<file path="config.mk">
export PLATFORM = sky130hd
export DESIGN_NAME = arcade_input_mapper
export DESIGN_NICKNAME = d
export VERILOG_FILES = /design/src/rtl/arcade_input_mapper.sv
export SDC_FILE = /design/constraint.sdc
export NUM_CORES = 1
export LEC_CHECK = 0
export BUFFER_PORTS_ARGS = -buffer_cell sky130_fd_sc_hd__buf_2
export CORE_MARGIN = 5
export CORE_UTILIZATION = 49
export DETAILED_ROUTE_END_ITERATION = 10
export PLACE_DENSITY = 0.76
export SKIP_CTS_REPAIR_TIMING = 1
export SYNTH_ARGS = -nofsm -noshare
export SYNTH_HDL_FRONTEND = slang
export SYNTH_SLANG_ARGS = --single-unit
export TNS_END_PERCENT = 20
</file>
<file path="constraint.sdc">
create_clock -name clk_sys -period 2.4 [get_ports clk_sys]
set_input_delay 0.24 -clock clk_sys [delete_from_list [all_inputs] [get_ports clk_sys]]
set_output_delay 0.24 -clock clk_sys [all_outputs]
set_load 0.02 [all_outputs]
</file>
<file path="src/rtl/arcade_input_mapper.sv">
// rtl/arcade_input_mapper.sv - PS/2 + joystick control mapper with coin/start sequencer
// Optional auto-fire is built when ARCADE_INPUT_AUTOFIRE_EN is defined.
module arcade_input_mapper #(
  parameter int NUM_PLAYERS       = 2,
  parameter int COIN_PULSE_CYCLES = 600000,
  parameter int AUTOFIRE_DIV      = 60000
) (
  input  logic                      clk_sys,
  input  logic                      reset,
  input  logic [10:0]               ps2_key,
  input  logic [16*NUM_PLAYERS-1:0] joy_flat,
  output logic [4*NUM_PLAYERS-1:0]  dir_n,
  output logic [NUM_PLAYERS-1:0]    fire_n,
  output logic [NUM_PLAYERS-1:0]    start_n,
  output logic                      coin_n,
  output logic                      test_n
);

  localparam logic [23:0] PULSE_LOAD = 24'(COIN_PULSE_CYCLES - 1);
  localparam logic [23:0] AF_LAST    = 24'(AUTOFIRE_DIV - 1);

  typedef enum logic [1:0] {IDLE, COIN, GAP, START} state_t;

  logic       prev_toggle;
  logic       kb_u, kb_d, kb_l, kb_r, kb_fire_a, kb_fire_b, kb_coin, kb_test;
  logic [3:0] kb_start;

  always_ff @(posedge clk_sys) begin
    if (reset) begin
      prev_toggle <= ps2_key[10];
      kb_u        <= 1'b0;
      kb_d        <= 1'b0;
      kb_l        <= 1'b0;
      kb_r        <= 1'b0;
      kb_fire_a   <= 1'b0;
      kb_fire_b   <= 1'b0;
      kb_coin     <= 1'b0;
      kb_test     <= 1'b0;
      kb_start    <= '0;
    end else begin
      prev_toggle <= ps2_key[10];
      if (ps2_key[10] != prev_toggle) begin
        case (ps2_key[7:0])
          8'h75:   kb_u        <= ps2_key[9];
          8'h72:   kb_d        <= ps2_key[9];
          8'h6B:   kb_l        <= ps2_key[9];
          8'h74:   kb_r        <= ps2_key[9];
          8'h29:   kb_fire_a   <= ps2_key[9];
          8'h14:   kb_fire_b   <= ps2_key[9];
          8'h05:   kb_start[0] <= ps2_key[9];
          8'h06:   kb_start[1] <= ps2_key[9];
          8'h07:   kb_start[2] <= ps2_key[9];
          8'h08:   kb_start[3] <= ps2_key[9];
          8'h2E:   kb_coin     <= ps2_key[9];
          8'h0C:   kb_test     <= ps2_key[9];
          default: ;
        endcase
      end
    end
  end

  logic [4*NUM_PLAYERS-1:0] dir_act;
  logic [NUM_PLAYERS-1:0]   fire_act;
  logic [NUM_PLAYERS-1:0]   start_req;
  logic                     coin_req;
  logic [15:0]              pj;
  logic [3:0]               dtmp;

  // Keyboard only ever drives player 0; start/coin requests are shared by everyone.
  always_comb begin
    dir_act   = '0;
    fire_act  = '0;
    start_req = kb_start[NUM_PLAYERS-1:0];
    coin_req  = kb_coin;
    pj        = '0;
    dtmp      = '0;
    for (int p = 0; p < NUM_PLAYERS; p++) begin
      pj   = joy_flat[16*p +: 16];
      dtmp = pj[3:0];
      if (p == 0) dtmp = dtmp | {kb_u, kb_d, kb_l, kb_r};
      if (dtmp[0] && dtmp[1]) dtmp[1:0] = 2'b00;
      if (dtmp[2] && dtmp[3]) dtmp[3:2] = 2'b00;
      dir_act[4*p +: 4] = dtmp;
      fire_act[p] = pj[4] | ((p == 0) & (kb_fire_a | kb_fire_b));
      coin_req = coin_req | pj[9];
      for (int k = 0; k < NUM_PLAYERS; k++) start_req[k] = start_req[k] | pj[5+k];
    end
  end

  logic [NUM_PLAYERS-1:0] af_fire;
`ifdef ARCADE_INPUT_AUTOFIRE_EN
  logic [23:0]            af_cnt [NUM_PLAYERS];
  logic [NUM_PLAYERS-1:0] af_phase;

  always_ff @(posedge clk_sys) begin
    for (int p = 0; p < NUM_PLAYERS; p++) begin
      if (reset || !joy_flat[16*p+10]) begin
        af_cnt[p]   <= '0;
        af_phase[p] <= 1'b0;
      end else if (af_cnt[p] == AF_LAST) begin
        af_cnt[p]   <= '0;
        af_phase[p] <= ~af_phase[p];
      end else begin
        af_cnt[p]   <= af_cnt[p] + 24'd1;
      end
    end
  end

  always_comb begin
    af_fire = '0;
    for (int p = 0; p < NUM_PLAYERS; p++) af_fire[p] = joy_flat[16*p+10] & ~af_phase[p];
  end
`else
  assign af_fire = '0;
`endif

  state_t                 state, state_d;
  logic [23:0]            cnt, cnt_d;
  logic [1:0]             pidx, pidx_d;
  logic                   pvalid, pvalid_d;
  logic [NUM_PLAYERS-1:0] prev_start_req, start_rise;
  logic                   prev_coin_req, coin_rise;
  logic [1:0]             first_k;
  logic [NUM_PLAYERS-1:0] start_drive;

  always_ff @(posedge clk_sys) begin
    if (reset) begin
      state          <= IDLE;
      cnt            <= '0;
      pidx           <= '0;
      pvalid         <= 1'b0;
      prev_start_req <= '0;
      prev_coin_req  <= 1'b0;
    end else begin
      state          <= state_d;
      cnt            <= cnt_d;
      pidx           <= pidx_d;
      pvalid         <= pvalid_d;
      prev_start_req <= start_req;
      prev_coin_req  <= coin_req;
    end
  end

  // Request edges are tracked in every state so a request held across a sequence never retriggers.
  always_comb begin
    state_d    = state;
    cnt_d      = cnt;
    pidx_d     = pidx;
    pvalid_d   = pvalid;
    start_rise = start_req & ~prev_start_req;
    coin_rise  = coin_req & ~prev_coin_req;
    first_k    = '0;
    for (int k = NUM_PLAYERS - 1; k >= 0; k--) if (start_rise[k]) first_k = 2'(k);
    case (state)
      IDLE: begin
        if (|start_rise) begin
          state_d  = COIN;
          cnt_d    = PULSE_LOAD;
          pidx_d   = first_k;
          pvalid_d = 1'b1;
        end else if (coin_rise) begin
          state_d  = COIN;
          cnt_d    = PULSE_LOAD;
          pvalid_d = 1'b0;
        end
      end
      COIN: begin
        if (cnt == '0) begin
          state_d = GAP;
          cnt_d   = PULSE_LOAD;
        end else cnt_d = cnt - 24'd1;
      end
      GAP: begin
        if (cnt == '0) begin
          state_d = pvalid ? START : IDLE;
          cnt_d   = PULSE_LOAD;
        end else cnt_d = cnt - 24'd1;
      end
      START: begin
        if (cnt == '0) state_d = IDLE;
        else cnt_d = cnt - 24'd1;
      end
      default: state_d = IDLE;
    endcase
    start_drive = '0;
    for (int k = 0; k < NUM_PLAYERS; k++) start_drive[k] = (state_d == START) && (pidx_d == 2'(k));
  end

  always_ff @(posedge clk_sys) begin
    if (reset) begin
      dir_n   <= '1;
      fire_n  <= '1;
      start_n <= '1;
      coin_n  <= 1'b1;
      test_n  <= 1'b1;
    end else begin
      dir_n   <= ~dir_act;
      fire_n  <= ~(fire_act | af_fire);
      start_n <= ~start_drive;
      coin_n  <= (state_d != COIN);
      test_n  <= ~kb_test;
    end
  end

  logic unused_bits;
  assign unused_bits = ^{ps2_key[8], joy_flat, kb_start, AF_LAST};

endmodule
</file>
* Yosys cells after proc, flatten, opt, wreduce, memory -nomap -nowiden
Index checks and enable logic that the tools add are counted.
** Storage, ports and cells
- Logic and storage cells :: 105
- Bits in latches :: 0
- Memories :: 0
- Bits in read-only memories :: 0
- Register bits after elaboration :: 57
- Memory bits (writable) :: 0
** Operators by class
- Div/mod/pow operators :: 0
- Shifts and indexed selects :: 0
- Add/subtract/negate cells :: 1
- Equal/unequal tests :: 19
- Reductions and logical operators :: 24
- Bitwise gates (word level) :: 17
- Magnitude comparators :: 0
- Muxes and demuxes :: 22
- Multiply operators :: 0
** Operators with widths (number)
- 24-bit 2-to-1 mux :: 4
- 24-bit case mux with 3 select lines :: 1
- 8-bit by 7-bit == test with 1-bit output (second input constant) :: 4
- 2-bit 2-to-1 mux :: 13
- 24-bit logical NOT :: 1
- 2-bit AND reduction :: 12
- 24-bit by 1-bit subtractor with 24-bit output (second input constant) :: 1
- 8-bit by 3-bit == test with 1-bit output (second input constant) :: 2
- 8-bit by 6-bit == test with 1-bit output (second input constant) :: 2
- 8-bit by 4-bit == test with 1-bit output (second input constant) :: 1
- 8-bit by 5-bit == test with 1-bit output (second input constant) :: 1
- 8-bit inverter :: 1
- 1-bit OR :: 8
- 2-bit case mux with 4 select lines :: 1
- 2-bit == test (second input constant) :: 3
- 1-bit logical AND :: 6
- 2-bit inverter :: 3
- 2-bit by 1-bit == test with 1-bit output (second input constant) :: 2
- 2-bit logical NOT :: 2
- 4-bit OR :: 1
- 2-bit OR reduction :: 2
- 1-bit 2-to-1 mux :: 3
- 3-bit != test (second input constant) :: 1
- 2-bit bitwise AND :: 1
- 6 further kinds :: 7

* Logic depth before layout (Yosys ltp)
Gate-level depths: netlist of the first run.
- Depth in word-level cells :: 10
- Mapped depth :: 10
- Depth with buffers taken out :: 7

* Worst setup path before layout of the first run
Ideal clock, no wire load.
- Kind :: reg-to-reg
- From :: register cnt[0]
- To :: register cnt[14]
- Arrival time :: 2.196 ns
- Library setup time :: 0.077 ns
- Clock period less this slack :: 2.273 ns
- Slack :: 0.127 ns
- Data required time :: 2.323 ns
- Cell stages (with the launch flop) :: 8
- Cell sequence :: dfxtp_1 inv_1 ha_1 nor3b_1 nand3_1 or3_1 or4_1 a21oi_1
** Between the ends
- Cells in the longest elaborated chain, start to end :: 3
- Elaborated cells on any way between the ends :: 7
- Those cells by class :: add/sub (1); eq/ne (1); mux (3); reduce/logical (2)
** Ends and longest elaborated chain
- start: declaration :: line 118 : logic [23:0] cnt, cnt_d;
- start signal: assignment :: line 136 : cnt <= cnt_d;
- 24-bit by 1-bit subtractor with 24-bit output or 24-bit logical NOT (tied branches)
- 24-bit 2-to-1 mux (tied with other cells) :: line 180 : if (cnt == '0) state_d = IDLE;
- 24-bit case mux with 3 select lines or 2-bit AND reduction (tied branches)
Parallel ways exist; a longest one is shown, timed or not. The select of a mux whose other input is x is not followed.
A chain may end at the register's enable or synchronous reset.

* Worst setup path in the final report of the first run
- From :: register cnt[8]
- To :: register cnt[17]
Same word-level chain as after synthesis.

==> results by stage, run 1 <==
Critical path:
- Along the worst path, the maximum fanout reaches 5.
- STA puts the critical path data required time at 2.67 ns.
- Together, buffers and inverters on the worst path number 0.
- The nature of the critical path endpoint is a flip-flop.
- The data arrival time of the critical path is 2.54 ns.
- The gate family responsible for the most delay along the worst path is simple AND/OR/NAND/NOR gates.
- The most common cell type on the critical path is sky130_fd_sc_hd__or4_1.
- The maximum cell stage delay along the critical path is 0.59 ns.
- On the critical path, the stage with the largest delay is an instance of sky130_fd_sc_hd__or4_1.
- The critical path goes through or4_1 -> or3_4 -> or3_1 -> or4_1 -> a21oi_1.
- The worst setup path is of the flip-flop to flip-flop kind.
- The kind of start point of the critical path is a flip-flop.

Timing:
- On the final layout, the worst clock skew is around 0.0098 ns.
- The number of max-slew violations in the final report is 0.
- Measured against its own limit, the worst slew margin works out to 0.515.
- The part of the cycle the worst path needs is 0.945.
- The total count of hold-check failures in the final report is 0.
- After layout, the minimum clock period comes to 2.27 ns.
- The transition time of the tightest slew-check pin is around 0.72 ns.
- The worst path meets setup with 0.133 ns of slack.
- The upper clock frequency limit is 0.441 GHz.
- Setup violations remaining at the end of the flow were counted as 0.
- The sum of negative setup slack is 0 ns.
- Setup repair after global routing left no endpoint under its margin.

Clock tree:
- The CTS buffer count is 9.
- The clock drives 57 sinks.
- The clock transition at the register clock pins on the worst setup and hold paths after CTS is 0.07 ns.
- The level count of the clock H-tree is 3.
- The clock passes through at most 2 buffers.
- The buffer cell driving the clock tree root is sky130_fd_sc_hd__clkbuf_8.
- The later pin in the worst-skew pair is clocked with a latency of 0.34 ns.
- The clock tree from TritonCTS is done.

Placed design:
- The post-placement worst setup slack is between 0.1 and 0.15 ns.
- The number of port buffers is slightly above 40.
- The routability-driven placement congestion ratio is 0.876.
- After detailed placement, the total cell area comes to between 3000 and 4000 µm².
- The wire-length estimate of the detail-placed layout is 4690 µm.

Min path:
- The path type of the worst min-delay path is primary input to flip-flop.

Yosys:
- Yosys printed 0 warnings.
- The most common flop cell mapped by yosys is sky130_fd_sc_hd__dfxtp_1.
- The number of synthesized flops with an enable pin is 0.
- Synthesis produced 334 cells.
- The count of state elements after synthesis is 57.
- Counting every net in the synthesized netlist gives 385.
- The biggest area consumer among synthesized cells is sky130_fd_sc_hd__dfxtp_1.
- The fraction of synthesized cell area taken by the top area cell type is 0.409.
- The netlist area before placement is 2790 µm².
- The average instance area after synthesis is 8.36 µm².
- The fraction of registers with async set/reset is 0.
- For this run, the register share of the synthesized area comes to 0.409.
- In the post-synthesis netlist, the biggest area contributors are sky130_fd_sc_hd__dfxtp_1 41%, sky130_fd_sc_hd__a21oi_1 6.3%, sky130_fd_sc_hd__nor2_1 5.4%.
- The unique cell type count in the Yosys netlist is 52.

Drt:
- For this block, the routed nets add up to 6720 µm of wire.
- The average via count per standard cell is roughly 5.8.
- The count of nets left with antenna violations after detail routing is 0.
- The total vias in the final route is about 2800.
- The number of design-rule violations left by the first detailed-router iteration is 236.
- After detailed routing, the number of remaining DRC violations is 0.
- The pre-antenna-repair detailed-routing pass consisted of 5 iterations.
- The mean routed wirelength per cell is about 14 µm.

Layout:
- The number of antenna cells inserted is 0.
- Of the cells placed in the final design, the portion with a size suffix greater than 1 is 0.221.
- The final layout net count is 445.
- The synthesis-to-finish area growth is 21.9%.
- The filler cell count is 467.
- The finished cells cover 3400 µm².

Run:
- The tool flagged a number of max-cap violations equal to 0.

GRT:
- Entering global routing, the biggest net connects 30 pins.
- The via count of the first global-routing pass is 2637.
- The first global-routing pass estimated 11500 µm of wire.
- The overall routing resource usage is 0.194.
- The initial antenna violation count is 0.
- After global routing the overflow that remains totals 0.

Pwr:
- Total power for the finished layout comes to 0.00261 W.
- VDD sags by at most 0.000510 V.
- The part of the power in combinational logic is 0.250.
- Cell internal power was estimated by the tool at between 0.0015 and 0.002 W.
- Of the total power, the share spent switching nets is 0.312.
- The fraction of power consumed by the clock network is 0.340.
- The switching power of the nets is 0.000816 W.
- The share of total power dissipated in sequential elements is 0.409.
- In this run the power density over the cells is around 770 nW/µm².
- The static leakage is 1.37 nW.

Outcome:
- The flow ran to the end, and the final reports show no timing, DRC or antenna violations.

Die:
- The effective utilization at floorplan is 0.507.
- 59 I/O pins were placed.
- The floorplan step set the die height to 85.5 µm.
- The core outline area is 5510 µm².
- The floorplan step defined a die boundary enclosing 7310 µm².
- The width of the chip is around 85 µm.
- The number of core rows is 27.
## state kept, by name (all words and copies together) (netlist names)
register and flops:
cnt 24, coin_n 1, dir_n 8, fire_n 2, kb_coin 1, kb_d 1, kb_fire_a 1, kb_fire_b 1
kb_l 1, kb_r 1, kb_start 2, kb_test 1, kb_u 1, pidx 2, prev_coin_req 1, prev_start_req 2
prev_toggle 1, pvalid 1, start_n 2, state 2, test_n 1
## through the flow
step / utilization / hold slack (ns) / std cells
3_5_place_dp: 0.581 / 0.368 / 455
6_report: 0.618 / 0.0257 / 471
4_1_cts: 0.617 / 0.0171 / 471
3_3_place_gp: 0.581 / 0.366 / 455
2_1_floorplan: - / 0.268 / 334
5_1_grt: 0.618 / 0.0202 / 471
## worst reg2reg max path: cells and delay by family, from the launching register on
family / cells / cell delay (ns)
flip-flops: 1 / 0.31
AND/OR/NAND/NOR: 4 / 1.77
AO/OA/AOI/OAI: 1 / 0.14
## per-layer routing
layer | global-route usage | part of all wire | up-vias
met4 | 0.0835 | 0.017 | 0
li1 | - | - | 1375
met1 | 0.233 | 0.45 | 1285
met3 | 0.0476 | 0.048 | 12
met2 | 0.326 | 0.48 | 78
met5 | 0 | 0 | -
## placed cells by master, fill, tap and decap left out, drive strengths merged, types with 2 or more instances in the layout
cell	Yosys	layout
clkbuf	13	11
nor4	16	16
o221a	2	2
nor2	40	40
nand4	6	6
o211ai	3	3
dfxtp	57	57
nand4b	5	5
a21boi	2	2
ha	6	6
nor3b	2	2
clkinvlp	0	2
nand3	12	12
a21o	3	3
mux2i	7	7
nand3b	5	5
a31o	5	5
nand2	19	19
or2	2	2
o31ai	9	9
a31oi	4	4
or4	11	11
clkinv	0	2
buf	3	65
nor3	19	19
or3	10	10
inv	9	9
and3	3	3
nor4b	4	4
a21oi	35	35
o21ai	4	4
nor2b	3	3
## path summary, 6_finish.rpt
path | from | to | slack, ns | depth (start not counted)
setup / recovery | cnt[8] | cnt[17] | 0.13 | 5
hold / removal | ps2_key[10] | prev_toggle | 0.03 | 1
setup reg to reg | cnt[8] | cnt[17] | 0.13 | 5
hold reg to reg | kb_test | test_n | 0.39 | 1
## power groups by stage
stage / sequential, W / clock, W / combinational (W)
after floorplan: 0.00111 / 0 / 0.000392
after global placement: 0.00109 / 0 / 0.000624
after detailed placement: 0.00109 / 0 / 0.000638
after CTS: 0.00107 / 0.000905 / 0.000644
after global routing: 0.00108 / 0.000956 / 0.000720
final: 0.00107 / 0.000889 / 0.000654
## cells by family after synthesis
group | after synthesis | share of synthesized area
DFF | 57 | 0.409
xor gates and xnor gates | 1 | 0.00314
adders and majority gates | 6 | 0.0269
and+or+nand+nor | 162 | 0.323
muxes | 7 | 0.0251
AOI/OAI and AO/OA | 76 | 0.177
buffers and inverters | 25 | 0.0359
## cells in the mapped netlist (2+ instances only)
master and n:
sky130_fd_sc_hd__a21boi_1 2, sky130_fd_sc_hd__o31ai_1 9, sky130_fd_sc_hd__a31o_1 4, sky130_fd_sc_hd__o221a_1 2, sky130_fd_sc_hd__ha_1 6, sky130_fd_sc_hd__a21o_1 3
sky130_fd_sc_hd__nand4b_1 5, sky130_fd_sc_hd__nor4_1 15, sky130_fd_sc_hd__nor4b_1 4, sky130_fd_sc_hd__dfxtp_1 57, sky130_fd_sc_hd__a21oi_1 35, sky130_fd_sc_hd__nor2_1 40
sky130_fd_sc_hd__nand3_1 12, sky130_fd_sc_hd__o21ai_0 2, sky130_fd_sc_hd__or4_1 10, sky130_fd_sc_hd__nand4_1 6, sky130_fd_sc_hd__and3_1 3, sky130_fd_sc_hd__buf_2 2
sky130_fd_sc_hd__clkbuf_1 13, sky130_fd_sc_hd__nand2_1 19, sky130_fd_sc_hd__mux2i_1 7, sky130_fd_sc_hd__inv_1 9, sky130_fd_sc_hd__nand3b_1 5, sky130_fd_sc_hd__nor3_1 19
sky130_fd_sc_hd__o21ai_1 2, sky130_fd_sc_hd__a31oi_1 4, sky130_fd_sc_hd__or2_2 2, sky130_fd_sc_hd__or3_1 9, sky130_fd_sc_hd__nor2b_1 3, sky130_fd_sc_hd__o211ai_1 3
## cell type report
class	instances	area (µm²)	area share
multi-input cells	252	1560	0.457
flip-flops and latches	57	1140	0.335
repair buffers	65	385	0.113
clock buffers	11	141	0.0415
well taps	72	90.1	0.0265
clock inverters	5	55.1	0.0162
inverters	9	33.8	0.00993
No activity file was read; power rests on OpenSTA's default activity.
==> run 2, diff against run 1 <==
--- a/config.mk
+++ b/config.mk
@@ -6,10 +6,13 @@
 export NUM_CORES = 1
 export LEC_CHECK = 0
 export BUFFER_PORTS_ARGS = -buffer_cell sky130_fd_sc_hd__buf_2
+export CELL_PAD_IN_SITES_DETAIL_PLACEMENT = 0
+export CELL_PAD_IN_SITES_GLOBAL_PLACEMENT = 2
 export CORE_MARGIN = 5
-export CORE_UTILIZATION = 49
+export CORE_UTILIZATION = 29
 export DETAILED_ROUTE_END_ITERATION = 10
-export PLACE_DENSITY = 0.76
+export HOLD_SLACK_MARGIN = 0.15
+export PLACE_DENSITY_LB_ADDON = 0.1
 export SKIP_CTS_REPAIR_TIMING = 1
 export SYNTH_ARGS = -nofsm -noshare
 export SYNTH_HDL_FRONTEND = slang
==> results by stage, run 2 (same netlist as run 1, synthesis figures left out) <==
Outcome:
- The run finished with clean final reports.

Clock tree:
- CTS placed an instance of sky130_fd_sc_hd__clkbuf_8 at the clock tree root.
- The clock tree from TritonCTS is done.
- The CTS buffer count is 9 (unchanged).
- The clock transition at the register clock pins on the worst setup and hold paths after CTS is 0.07 ns (about the same).
- The clock sink count was 57 (unchanged).
- The level count of the clock H-tree is 3 (unchanged).
- The maximum buffer depth of the clock tree is 2 (unchanged).
- The clock latency at the later pin of the worst-skew pair is 0.33 ns (about the same).

Timing:
- The tightest slew margin relative to the limit is 0.534 (+0.0185).
- Setup repair after global routing left no endpoint under its margin.
- The number of max-slew violations in the final report is 0 (unchanged).
- The final setup violation count is 0 (unchanged).
- The slack of the critical path was 0.154 ns (+0.0210 ns).
- The part of the cycle the worst path needs is 0.936 (-0.00875).
- The upper clock frequency limit is 0.445 GHz (+0.94%).
- The clock period minus final worst setup slack was 2.25 ns (-0.0210 ns).
- The total count of hold-check failures in the final report came to 0 (unchanged).
- The transition time of the tightest slew-check pin came to 0.690 ns (-0.0273 ns).
- The setup clock skew after layout is 0.0110 ns (+0.00115 ns).
- The sum of negative setup slack is 0 ns (unchanged).

GRT:
- The via count of the first global-routing pass came to 2809 (+6.5%).
- The global-route wire length before repair is 13300 µm (+16%).
- The final global-route overflow total was 0 (unchanged).
- The overall routing resource usage came to 0.145 (-0.0491).
- The initial antenna violation count was 0 (unchanged).
- The pin count of the biggest net entering global routing came to 26 (-13%).

Layout:
- Relative to the synthesized area, the layout overhead comes to 31.3%.
- The flip-flop count of the largest register after layout is 24 (unchanged).
- The core occupancy in the finished layout is 0.393 (-0.225).
- The proportion of layout cells with a drive suffix above 1 came to 0.216 (-0.00472).
- The number of antenna cells inserted was 0 (unchanged).
- The most frequent standard cell in the layout excluding fill and tap cells is sky130_fd_sc_hd__dfxtp_1.
- The register with the most flip-flops in the final layout is cnt.
- The final cell count without fillers came to 546 (+16%).
- The largest registers in the layout are cnt: 24 flops, dir_n: 8 flops.
- The top cell types in the final layout, fill and taps aside, are 57 x sky130_fd_sc_hd__dfxtp_1, 41 x sky130_fd_sc_hd__buf_2, 40 x sky130_fd_sc_hd__nor2_1.
- The final layout net count is 463 (+4.0%).

Pwr:
- The power density over the cells is 735 nW/µm² (-4.2%).
- The static leakage is 1.46 nW (+6.6%).
- The peak supply drop was 0.000322 V (-37%).
- The post-route total power came to 0.00269 W (+3.2%).

Min path:
- The worst hold path belongs to the class primary input to flip-flop.
- The startpoint identified for the worst hold timing path is joy_flat[21].

Critical path:
- By startpoint and endpoint, the worst setup path is classified as flip-flop to flip-flop.
- The source of the critical timing path is cnt[4].
- The launching point of the worst reg2reg path is cnt[4].
- The worst setup path is launched from a flip-flop.
- The data arrival time of the critical path came to 2.51 ns (-0.03 ns).
- The worst setup path is captured at a flip-flop.
- The top fanout value on the critical path is 5 (unchanged).
- The worst endpoint required time was 2.67 ns (about the same).

Drt:
- The number of design-rule violations left by the first detailed-router iteration came to 113 (-52%).
- The wire length reported by the detailed router came to 8000 µm (+19%).
- The mean routed wirelength per cell is 14.6 µm (+2.7%).
- The average via count per standard cell is 5.10 (-13%).
- The total vias in the final route came to 2784 (+1.2%).
- The count of nets left with antenna violations after detail routing is 0 (unchanged).
- The final routed DRC violation total is 0 (unchanged).
- The first-pass iteration count of the detailed router was 4 (-1).

Placed design:
- The total instance count after detailed placement is 514 (+13%).
- The routability-driven placement congestion ratio came to 0.735 (-16%).
- The post-placement worst setup slack is 0.131 ns (-0.00302 ns).
- The post-DP HPWL came to 5680 µm (+21%).
- The number of port buffers is 41 (unchanged).

Run:
- The total of max-cap violations is 0 (unchanged).

Die:
- The core outline area is 9330 µm² (+69%).
- The number of ports placed on the die boundary is 59 (unchanged).
- The floorplan die area is 11700 µm² (+60%).
- The width of the chip is 108 µm (+26%).
- The number of core rows is 35 (+30%).
- The die outline height was 108 µm (+26%).
- The effective utilization at floorplan is 0.299 (-0.208).
-- run 2: cell count changes in the layout (fill, tap and decap cells not counted), sizes merged --
| cell | delta |
|---|---|
| dlygate4sd3 | +16 |
| buf | +2 |
| clkinv | +2 |
| clkinvlp | -2 |
-- run 2: final timing paths --
check	to	slack [ns]	depth (start not counted)
worst max-delay path	cnt[17]	0.15	5
worst max register to register	cnt[17]	0.15	5
worst min register to register	test_n	0.38	1
worst min-delay path	prev_start_req[0]	0.14	3
-- run 2: layer usage --
metal | GRT usage | wire [µm] | vias to the layer above
met1 | 0.179 | 3690 | 1319
met5 | 0 | 0 | -
met3 | 0.0406 | 238 | 8
li1 | - | - | 1414
met4 | 0.0451 | 108 | 0
met2 | 0.243 | 3960 | 43
-- run 2: area by class of cell --
cell class / instances / area (µm²)
Clock buffer: 11 / 151
Clock inverter: 5 / 53.8
Fill cell: 971 / 5660
Inverter: 9 / 33.8
Multi-Input combinational cell: 252 / 1550
Sequential cell: 57 / 1140
Tap cell: 129 / 161
Timing Repair Buffer: 83 / 573
-- run 2: critical path, cell delays in order (launching register included) --
cell	delay (ns)
sky130_fd_sc_hd__dfxtp_1	0.32
sky130_fd_sc_hd__or4_4	0.56
sky130_fd_sc_hd__or3_4	0.41
sky130_fd_sc_hd__or3_1	0.34
sky130_fd_sc_hd__or4_1	0.40
sky130_fd_sc_hd__a21oi_1	0.15
-- run 2: where the power goes --
group / switching, W / internal (W) / total, W
Clock: 0.000395 / 0.000532 / 0.000927
Sequential: 0.0000497 / 0.00102 / 0.00107
Combinational: 0.000393 / 0.000308 / 0.000701
Total: 0.000838 / 0.00186 / 0.00269
-- run 2: per-stage QoR --
stage                     instance area, µm²  hold slack (ns)
after floorplan                         2790            0.268
after global placement                  3300            0.367
after detailed placement                3300            0.366
after CTS                               3500           0.0102
after global routing                    3660            0.150
final                                   3660            0.142
